**config.mk**
```make
export PLATFORM = sky130hd
export DESIGN_NAME = core_host
export DESIGN_NICKNAME = d
export VERILOG_FILES = /design/src/rtl/core_host.sv
export SDC_FILE = /design/constraint.sdc
export NUM_CORES = 1
export LEC_CHECK = 0
export BUFFER_PORTS_ARGS = -buffer_cell sky130_fd_sc_hd__buf_2
export CAP_MARGIN = 25
export CORE_MARGIN = 2
export CORE_UTILIZATION = 55
export DETAILED_ROUTE_END_ITERATION = 8
export PLACE_DENSITY = 0.79
export SYNTH_ARGS = -nofsm -noshare
export SYNTH_HDL_FRONTEND = slang
export SYNTH_SLANG_ARGS = --single-unit
```
**constraint.sdc**
```tcl
create_clock -name clk -period 2.2 [get_ports clk]
set_input_delay 0.44 -clock clk [delete_from_list [all_inputs] [get_ports clk]]
set_output_delay 0.44 -clock clk [all_outputs]
set_load 0.05 [all_outputs]
```
**src/rtl/core_host.sv**
```systemverilog
// core_host: initiator side of the three-operand serial-sum interface.
// Accepts one parallel request (a, b, c), sends it to the summing engine as
// three consecutive beats, waits for the engine's result strobe, compares it
// with a locally computed sum and presents result plus error flags on a
// valid/ready response port.
//
// Ports:
//   clk, rst_n                    clock, asynchronous active-low reset
//   req_valid/req_ready           request handshake
//   req_a, req_b, req_c           operands (sampled only at acceptance)
//   core_in_valid, core_in        beat stream to the engine
//   core_out_valid, core_out      single-cycle engine result
//   rsp_valid/rsp_ready           response handshake
//   rsp_sum, rsp_err, rsp_timeout response payload
//   stray                         sticky flag: result strobe seen outside WAIT

package core_host_pkg;

    localparam int unsigned OP_W   = 5;
    localparam int unsigned SUM_W  = 7;
    localparam int unsigned WAIT_W = 8;
    localparam int unsigned GAP_W  = 3;
    localparam int unsigned BEAT_W = 2;

    // Operands still to be sent once the first beat has left
    typedef struct packed {
        logic [OP_W-1:0] b;
        logic [OP_W-1:0] c;
    } pend_t;

    // Response payload
    typedef struct packed {
        logic [SUM_W-1:0] sum;
        logic             err;
        logic             timeout;
    } rsp_t;

endpackage

module core_host
    import core_host_pkg::*;
#(
    parameter int unsigned TIMEOUT = 16,
    parameter int unsigned GAP     = 1
) (
    input  logic             clk,
    input  logic             rst_n,
    input  logic             req_valid,
    output logic             req_ready,
    input  logic [OP_W-1:0]  req_a,
    input  logic [OP_W-1:0]  req_b,
    input  logic [OP_W-1:0]  req_c,
    output logic             core_in_valid,
    output logic [OP_W-1:0]  core_in,
    input  logic             core_out_valid,
    input  logic [SUM_W-1:0] core_out,
    output logic             rsp_valid,
    input  logic             rsp_ready,
    output logic [SUM_W-1:0] rsp_sum,
    output logic             rsp_err,
    output logic             rsp_timeout,
    output logic             stray
);

    localparam logic [WAIT_W-1:0] WAIT_LAST = WAIT_W'(TIMEOUT - 1);
    localparam logic [GAP_W-1:0]  GAP_LAST  = GAP_W'(GAP - 1);

    typedef enum logic [2:0] {
        ST_IDLE,
        ST_SEND,
        ST_WAIT,
        ST_RESP,
        ST_GAP
    } state_t;

    state_t              state_q, state_d;
    logic [BEAT_W-1:0]   beat_q, beat_d;
    logic [WAIT_W-1:0]   wait_q, wait_d;
    logic [GAP_W-1:0]    gap_q, gap_d;
    pend_t               pend_q, pend_d;
    logic [SUM_W-1:0]    exp_q, exp_d;
    logic                civ_q, civ_d;
    logic [OP_W-1:0]     ci_q, ci_d;
    logic                rspv_q, rspv_d;
    rsp_t                rsp_q, rsp_d;
    logic                stray_q, stray_d;

    // Ready is a pure decode of the state register
    assign req_ready     = (state_q == ST_IDLE);

    assign core_in_valid = civ_q;
    assign core_in       = ci_q;
    assign rsp_valid     = rspv_q;
    assign rsp_sum       = rsp_q.sum;
    assign rsp_err       = rsp_q.err;
    assign rsp_timeout   = rsp_q.timeout;
    assign stray         = stray_q;

    // State and output registers
    always_ff @(posedge clk or negedge rst_n) begin
        if (!rst_n) begin
            state_q <= ST_IDLE;
            beat_q  <= '0;
            wait_q  <= '0;
            gap_q   <= '0;
            pend_q  <= '0;
            exp_q   <= '0;
            civ_q   <= 1'b0;
            ci_q    <= '0;
            rspv_q  <= 1'b0;
            rsp_q   <= '0;
            stray_q <= 1'b0;
        end else begin
            state_q <= state_d;
            beat_q  <= beat_d;
            wait_q  <= wait_d;
            gap_q   <= gap_d;
            pend_q  <= pend_d;
            exp_q   <= exp_d;
            civ_q   <= civ_d;
            ci_q    <= ci_d;
            rspv_q  <= rspv_d;
            rsp_q   <= rsp_d;
            stray_q <= stray_d;
        end
    end

    // Next-state and next-output logic
    always_comb begin
        state_d = state_q;
        beat_d  = beat_q;
        wait_d  = wait_q;
        gap_d   = gap_q;
        pend_d  = pend_q;
        exp_d   = exp_q;
        civ_d   = civ_q;
        ci_d    = ci_q;
        rspv_d  = rspv_q;
        rsp_d   = rsp_q;
        // A result strobe anywhere but WAIT is only recorded, never consumed
        stray_d = stray_q | (core_out_valid && (state_q != ST_WAIT));

        case (state_q)
            ST_IDLE: begin
                if (req_valid) begin
                    pend_d.b = req_b;
                    pend_d.c = req_c;
                    exp_d    = SUM_W'(req_a) + SUM_W'(req_b) + SUM_W'(req_c);
                    // First beat goes out on the cycle after acceptance
                    civ_d    = 1'b1;
                    ci_d     = req_a;
                    beat_d   = '0;
                    state_d  = ST_SEND;
                end
            end

            ST_SEND: begin
                case (beat_q)
                    BEAT_W'(0): begin
                        ci_d   = pend_q.b;
                        beat_d = BEAT_W'(1);
                    end
                    BEAT_W'(1): begin
                        ci_d   = pend_q.c;
                        beat_d = BEAT_W'(2);
                    end
                    default: begin
                        // Last beat on the wire; core_in keeps its value
                        civ_d   = 1'b0;
                        beat_d  = '0;
                        wait_d  = '0;
                        state_d = ST_WAIT;
                    end
                endcase
            end

            ST_WAIT: begin
                // A result in the final cycle still beats the timeout
                if (core_out_valid) begin
                    rsp_d.sum     = core_out;
                    rsp_d.err     = (core_out != exp_q);
                    rsp_d.timeout = 1'b0;
                    rspv_d        = 1'b1;
                    state_d       = ST_RESP;
                end else if (wait_q == WAIT_LAST) begin
                    rsp_d.sum     = '0;
                    rsp_d.err     = 1'b1;
                    rsp_d.timeout = 1'b1;
                    rspv_d        = 1'b1;
                    state_d       = ST_RESP;
                end else begin
                    wait_d = wait_q + WAIT_W'(1);
                end
            end

            ST_RESP: begin
                if (rsp_ready) begin
                    rspv_d  = 1'b0;
                    gap_d   = '0;
                    state_d = ST_GAP;
                end
            end

            ST_GAP: begin
                // Idle time that lets the engine settle before the next request
                if (gap_q == GAP_LAST) begin
                    state_d = ST_IDLE;
                end else begin
                    gap_d = gap_q + GAP_W'(1);
                end
            end

            default: begin
                state_d = ST_IDLE;
            end
        endcase
    end

endmodule

```
# [Word level (Yosys, flattened, before mapping)]
# Cells that the tools add are included.
[totals] in_bits=27 wordCells=84 output_inout_bits=18 reg_bits=50
[op_classes] reduce_logical=19 n_eq_ne=17 addsub=4 muxes=29 bitwise=1
[op_table] operator="2-to-1 mux 3 bit" count=8
[op_table] operator="2-to-1 mux 8 bit" count=3
[op_table] operator="case mux 5 bit (2 select lines)" count=2
[op_table] operator="2-to-1 mux 9 bit" count=2
[op_table] operator="case mux 8 bit (2 select lines)" count=1
[op_table] operator="case mux 3 bit (5 select lines)" count=1
[op_table] operator="!= test 2 bit (second input constant)" count=7
[op_table] operator="AND reduction 3 bit" count=4
[op_table] operator="nonzero test 2 bit" count=5
[op_table] operator="adder 8 x 1 -> 8 bit (second input constant)" count=1
[op_table] operator="equality test 8 x 4 -> 1 bit (second input constant)" count=1
[op_table] operator="case mux 2 bit (2 select lines)" count=2
[op_table] operator="adder 6 x 5 -> 7 bit" count=1
[op_table] operator="!= test 7 bit" count=1
[op_table] operator="adder 5 x 5 -> 6 bit" count=1
[op_table] operator="equality test 3 x 2 -> 1 bit (second input constant)" count=2
[op_table] operator="logical NOT 3 bit" count=2
[op_table] operator="!= test 3 bit (second input constant)" count=2
[op_table] operator="case mux 3 bit (2 select lines)" count=1
[op_table] operator="AND reduction 2 bit" count=3
[op_table] operator="2-to-1 mux 1 bit" count=5
[op_table] operator="2-to-1 mux 5 bit" count=1
[op_table] operator="AND reduction 5 bit" count=1
[op_table] operator="case mux 1 bit (2 select lines)" count=2
[op_table] operator="other kinds (11)" count=11

# [Depth between registers and ports, before layout]
[depth] word_depth=4 ltp_mapped=10 ltp_nobuf=10

# [Worst setup path before layout]
# Ideal clock, no wire load.
[synth_path] path_type="flip-flop to flip-flop" from="reg state_q[1]" to="reg exp_q[5]" path_stages_with_launch=7 slack_ns=-0.282 arrival_ns=2.378 n_path_buf=2 path_cell_list="dfrtp_1 > clkbuf_1 > nor3_1 > and2_1 > buf_2 > nand2_1 > o311ai_1"
[synth_via] elab_chain_cells=2
[synth_rtl] element="start: declaration" line_no="76" text="state_t state_q, state_d;"
[synth_rtl] element="start signal: assignment" line_no="114" text="state_q <= state_d;"
[synth_rtl] element="logical NOT 3 bit"
[synth_rtl] element="named net req_ready" line_no="49" text="output logic req_ready,"
[synth_rtl] element="AND reduction 2 bit (no line)"
[synth_rtl] element="end signal: assignment" line_no="119" text="exp_q <= exp_d;"
[synth_rtl] element="end: declaration" line_no="81" text="logic [SUM_W-1:0] exp_q, exp_d;"
# The timed path passes the listed nets, and every way through them passes these cells.
# A chain may end at the register's enable or synchronous reset.

# [Final worst setup path]
[layout_path] from="in req_a[1]" to="reg exp_q[5]"
[layout_via] elab_chain_cells=2
[layout_rtl] element="start: declaration" line_no="50" text="input logic [OP_W-1:0] req_a,"
[layout_rtl] element="adder 5 x 5 -> 6 bit" line_no="148" text="exp_d = SUM_W'(req_a) + SUM_W'(req_b) + SUM_W'(req_c);"
[layout_rtl] element="adder 6 x 5 -> 7 bit" line_no="148"
# No other way between the ends.

==> summary.txt <==
STA
  – Unrepaired setup endpoints after global routing: false
  – Period utilization: 91.43%
  – F_max: 497.1 MHz
  – TNS Setup: 0 ns
  – Worst Tran Pin Value: 0.6024 ns
  – Fin crit period: 2.012 ns
  – Worst Setup Slack, final: 0.1885 ns
  – Skew final: 0.009721 ns
  – Slew Limit Fails: 0
  – Fin. Hold Viols: 0
  – Slew HR: 59.84%
  – Final setup fails: 0

Worst setup path
  – Max stage delay on crit path: 0.56 ns
  – CP top delay family: adder cells
  – CP max stage cell: fa_1
  – Critical Path RT: 2.41 ns
  – CP max FO: 2
  – Cell mode on critical path: fa_1
  – CP Launch Type: primary input
  – Type of destination of the critical path: flip-flop
  – CP cell instances: buf_2, fa_1, ha_1, inv_1, fa_1, nor2b_1, o21a_1, o21ai_1, o311ai_1
  – Kind of critical path: primary input to flip-flop
  – WP data arrival: 2.22 ns
  – CP bufs+invs: 2

Die
  – Die Area: 0.005221 mm^2
  – IO Pins: 45
  – Initial Util: 58.05%
  – # rows: 24
  – Core outline area: 0.004414 mm^2
  – Die Wd: 72.26 um
  – Die Ht: 72.26 um

Synth
  – Yosys top cell by area: dfrtp_1
  – Post-Synth XOR/XNOR Area: 4.785%
  – Synth warn: 0
  – Largest cells by area after synthesis: dfrtp_1 49%, nand2_1 9.2%, fa_1 4.7%
  – EDFF count, synth: 0
  – Largest family of logic cells by synthesized area: simple AND/OR/NAND/NOR gates
  – Post-synthesis mux area share: 1.953%
  – Complex-gate fraction of the synthesized area: 13.53%
  – Most frequently used flop master after synthesis: dfrtp_1
  – Post-synthesis simple-gate area fraction: 19.38%
  – Post-Synthesis Cells: 254
  – Post-synth top cells: 63 x nand2_1, 50 x dfrtp_1, 15 x nor2_1, 11 x inv_1, 10 x nand3_1
  – Adder-Cell Fraction of Synth Area: 8.105%
  – Net count after synthesis: 294
  – Synth top area share: 48.83%
  – Count leader, synth: nand2_1
  – Ys async rst share: 100.0%
  – Register area share after synthesis: 48.83%
  – Synth cell types: 42
  – Avg Inst Size Synth: 10.09 um^2
  – Yosys reg bits: 50
  – Synth Cell Area: 0.002562 mm^2

Power
  – Power Dens Cells: 1351 mW/mm^2
  – Worst IR Drop VDD: 0.0007092 V
  – Leak pwr: 1.466 nW
  – Total power: 3.990 mW

Global route
  – Largest net degree at the start of global routing: 30
  – Initial antenna violation count: 0
  – First-pass GRT wire length: 8873 um
  – Vias in the first global route: 1,906
  – Gr usage total: 22.09%
  – GRT overflow: 0

Routing
  – TritonRoute pass-1 iters: 4
  – Post-route antenna net violation count: 0
  – Avg Vias per Cell: 5.571
  – Post-detailed-route wirelength per cell: 14.62 um
  – Remaining DRCs: 0
  – Final WL: 5177 um
  – Detailed Route Iter0 Violations: 143
  – Routed vias: 1,972

Place
  – Post-DP HPWL: 3859 um
  – Number of buffers added on ports: 44
  – RD Place Congestion: 0.7926
  – Dpl ws: -0.1091 ns

Finish
  – NumNets Final: 341
  – # diodes: 0
  – FILL cells: 352
  – Layout area overhead: 15.28%
  – Share of post-route cells with drive strength above 1: 23.51%

Clock tree
  – CTS tree: yes
  – Max Root-Sink Buffers: 2
  – Number of CTS-inserted buffers: 5
  – H-tree depth: 2
  – # resized after CTS: 0
  – Clk Tree Root Cell: clkbuf_8
  – Clock tree sinks: 50
  – Post-CTS Setup Inserts: 0
  – Worst-Skew Late Latency: 0.31 ns
  – Hold_buf cts: 0
  – CTS clock-pin slew for the worst setup and hold paths: 0.10 ns

Job
  – Max-Cap Viols: 0

Hold path
  – Hold Crit Class: primary input to asynchronous set/reset pin

Outcome
  – Outcome: completed
[registers in the layout, indices dropped and copies added, names as in the netlist]
name and cells:
beat_q 2, core_in 5, core_in_valid 1, exp_q 7, gap_q 3, pend_q 10
rsp_err 1, rsp_sum 7, rsp_timeout 1, rsp_valid 1, state_q 3, stray 1
wait_q 8
[cell type report]
cell class	instances	area, um^2	share of cell area [%]
well taps	52	65.06	2.202
multi-input cells	183	1229	41.59
clock inverters	3	21.27	0.7200
clock buffers	5	68.82	2.330
flip-flops and latches	50	1251	42.35
repair buffers	50	277.8	9.403
inverters	11	41.29	1.398
[routing by layer]
| layer | global-route usage (%) | up-vias | wire length (um) |
|---|---|---|---|
| met3 | 4.167 | 7 | 233 |
| met5 | 0 | - | 0 |
| met4 | 6.709 | 0 | 59 |
| met1 | 32.62 | 950 | 2479 |
| met2 | 33.44 | 50 | 2404 |
| li1 | - | 965 | - |
[cell usage in the layout (no fill, tap or decap), types with 6 or more instances in the layout]
cell / Yosys / layout
xnor2_1: 9 / 9
o21ai_1: 9 / 9
dfrtp_1: 50 / 50
a22o_1: 7 / 7
nand2_1: 63 / 63
inv_1: 11 / 11
ha_1: 7 / 7
fa_1: 6 / 6
buf_2: 1 / 44
nor2_1: 15 / 15
nand3_1: 10 / 10
[kinds of logic (layout without fill, tap and decap cells)]
family	Yosys count	in the layout
AO/OA/AOI/OAI	44	44
XOR/XNOR	14	14
adder cells (fa/ha/maj)	13	13
buffers and inverters	21	69
flip-flops	50	50
multiplexers	5	5
AND/OR/NAND/NOR	107	107
[metrics by stage]
step                      hold WS (ns)  cell area [um^2]  utilization [%]  cells
after global placement          0.4453              2864            64.88    346
after detailed placement        0.4509              2864            64.88    346
after floorplan                 0.1444              2567                -    254
final                           0.1238              2954            66.92    354
after CTS                       0.1441              2954            66.92    354
after global routing            0.1731              2954            66.92    354
[worst reg2reg max path, stage by stage (launching register included)]
cell	delay, ns
dfrtp_1	0.55
or4b_4	0.57
a2111oi_2	0.42
xnor2_1	0.17
nor2_1	0.05
[power by group]
group	switching, mW	internal [mW]	total (mW)
logic	1.21	0.666	1.88
registers	0.279	1.29	1.57
clock network	0.323	0.224	0.547
[worst paths after layout]
| path | from | end | slack [ns] | cells after the start |
|---|---|---|---|---|
| worst min register to register | stray$_DFF_PN0_ | stray$_DFF_PN0_ | 0.47 | 1 |
| max in group asynchronous | rst_n | exp_q[3]$_DFFE_PN0P_ | 1.53 | 2 |
| worst max-delay path | req_a[1] | exp_q[5]$_DFFE_PN0P_ | 0.19 | 9 |
| min in group clk | req_c[2] | pend_q[2]$_DFFE_PN0P_ | 0.35 | 3 |
| worst min-delay path | rst_n | wait_q[2]$_DFFE_PN0P_ | 0.12 | 1 |
| worst max register to register | state_q[1]$_DFFE_PN0P_ | wait_q[5]$_DFFE_PN0P_ | 0.35 | 4 |
Power figures use the tool's default switching activity.
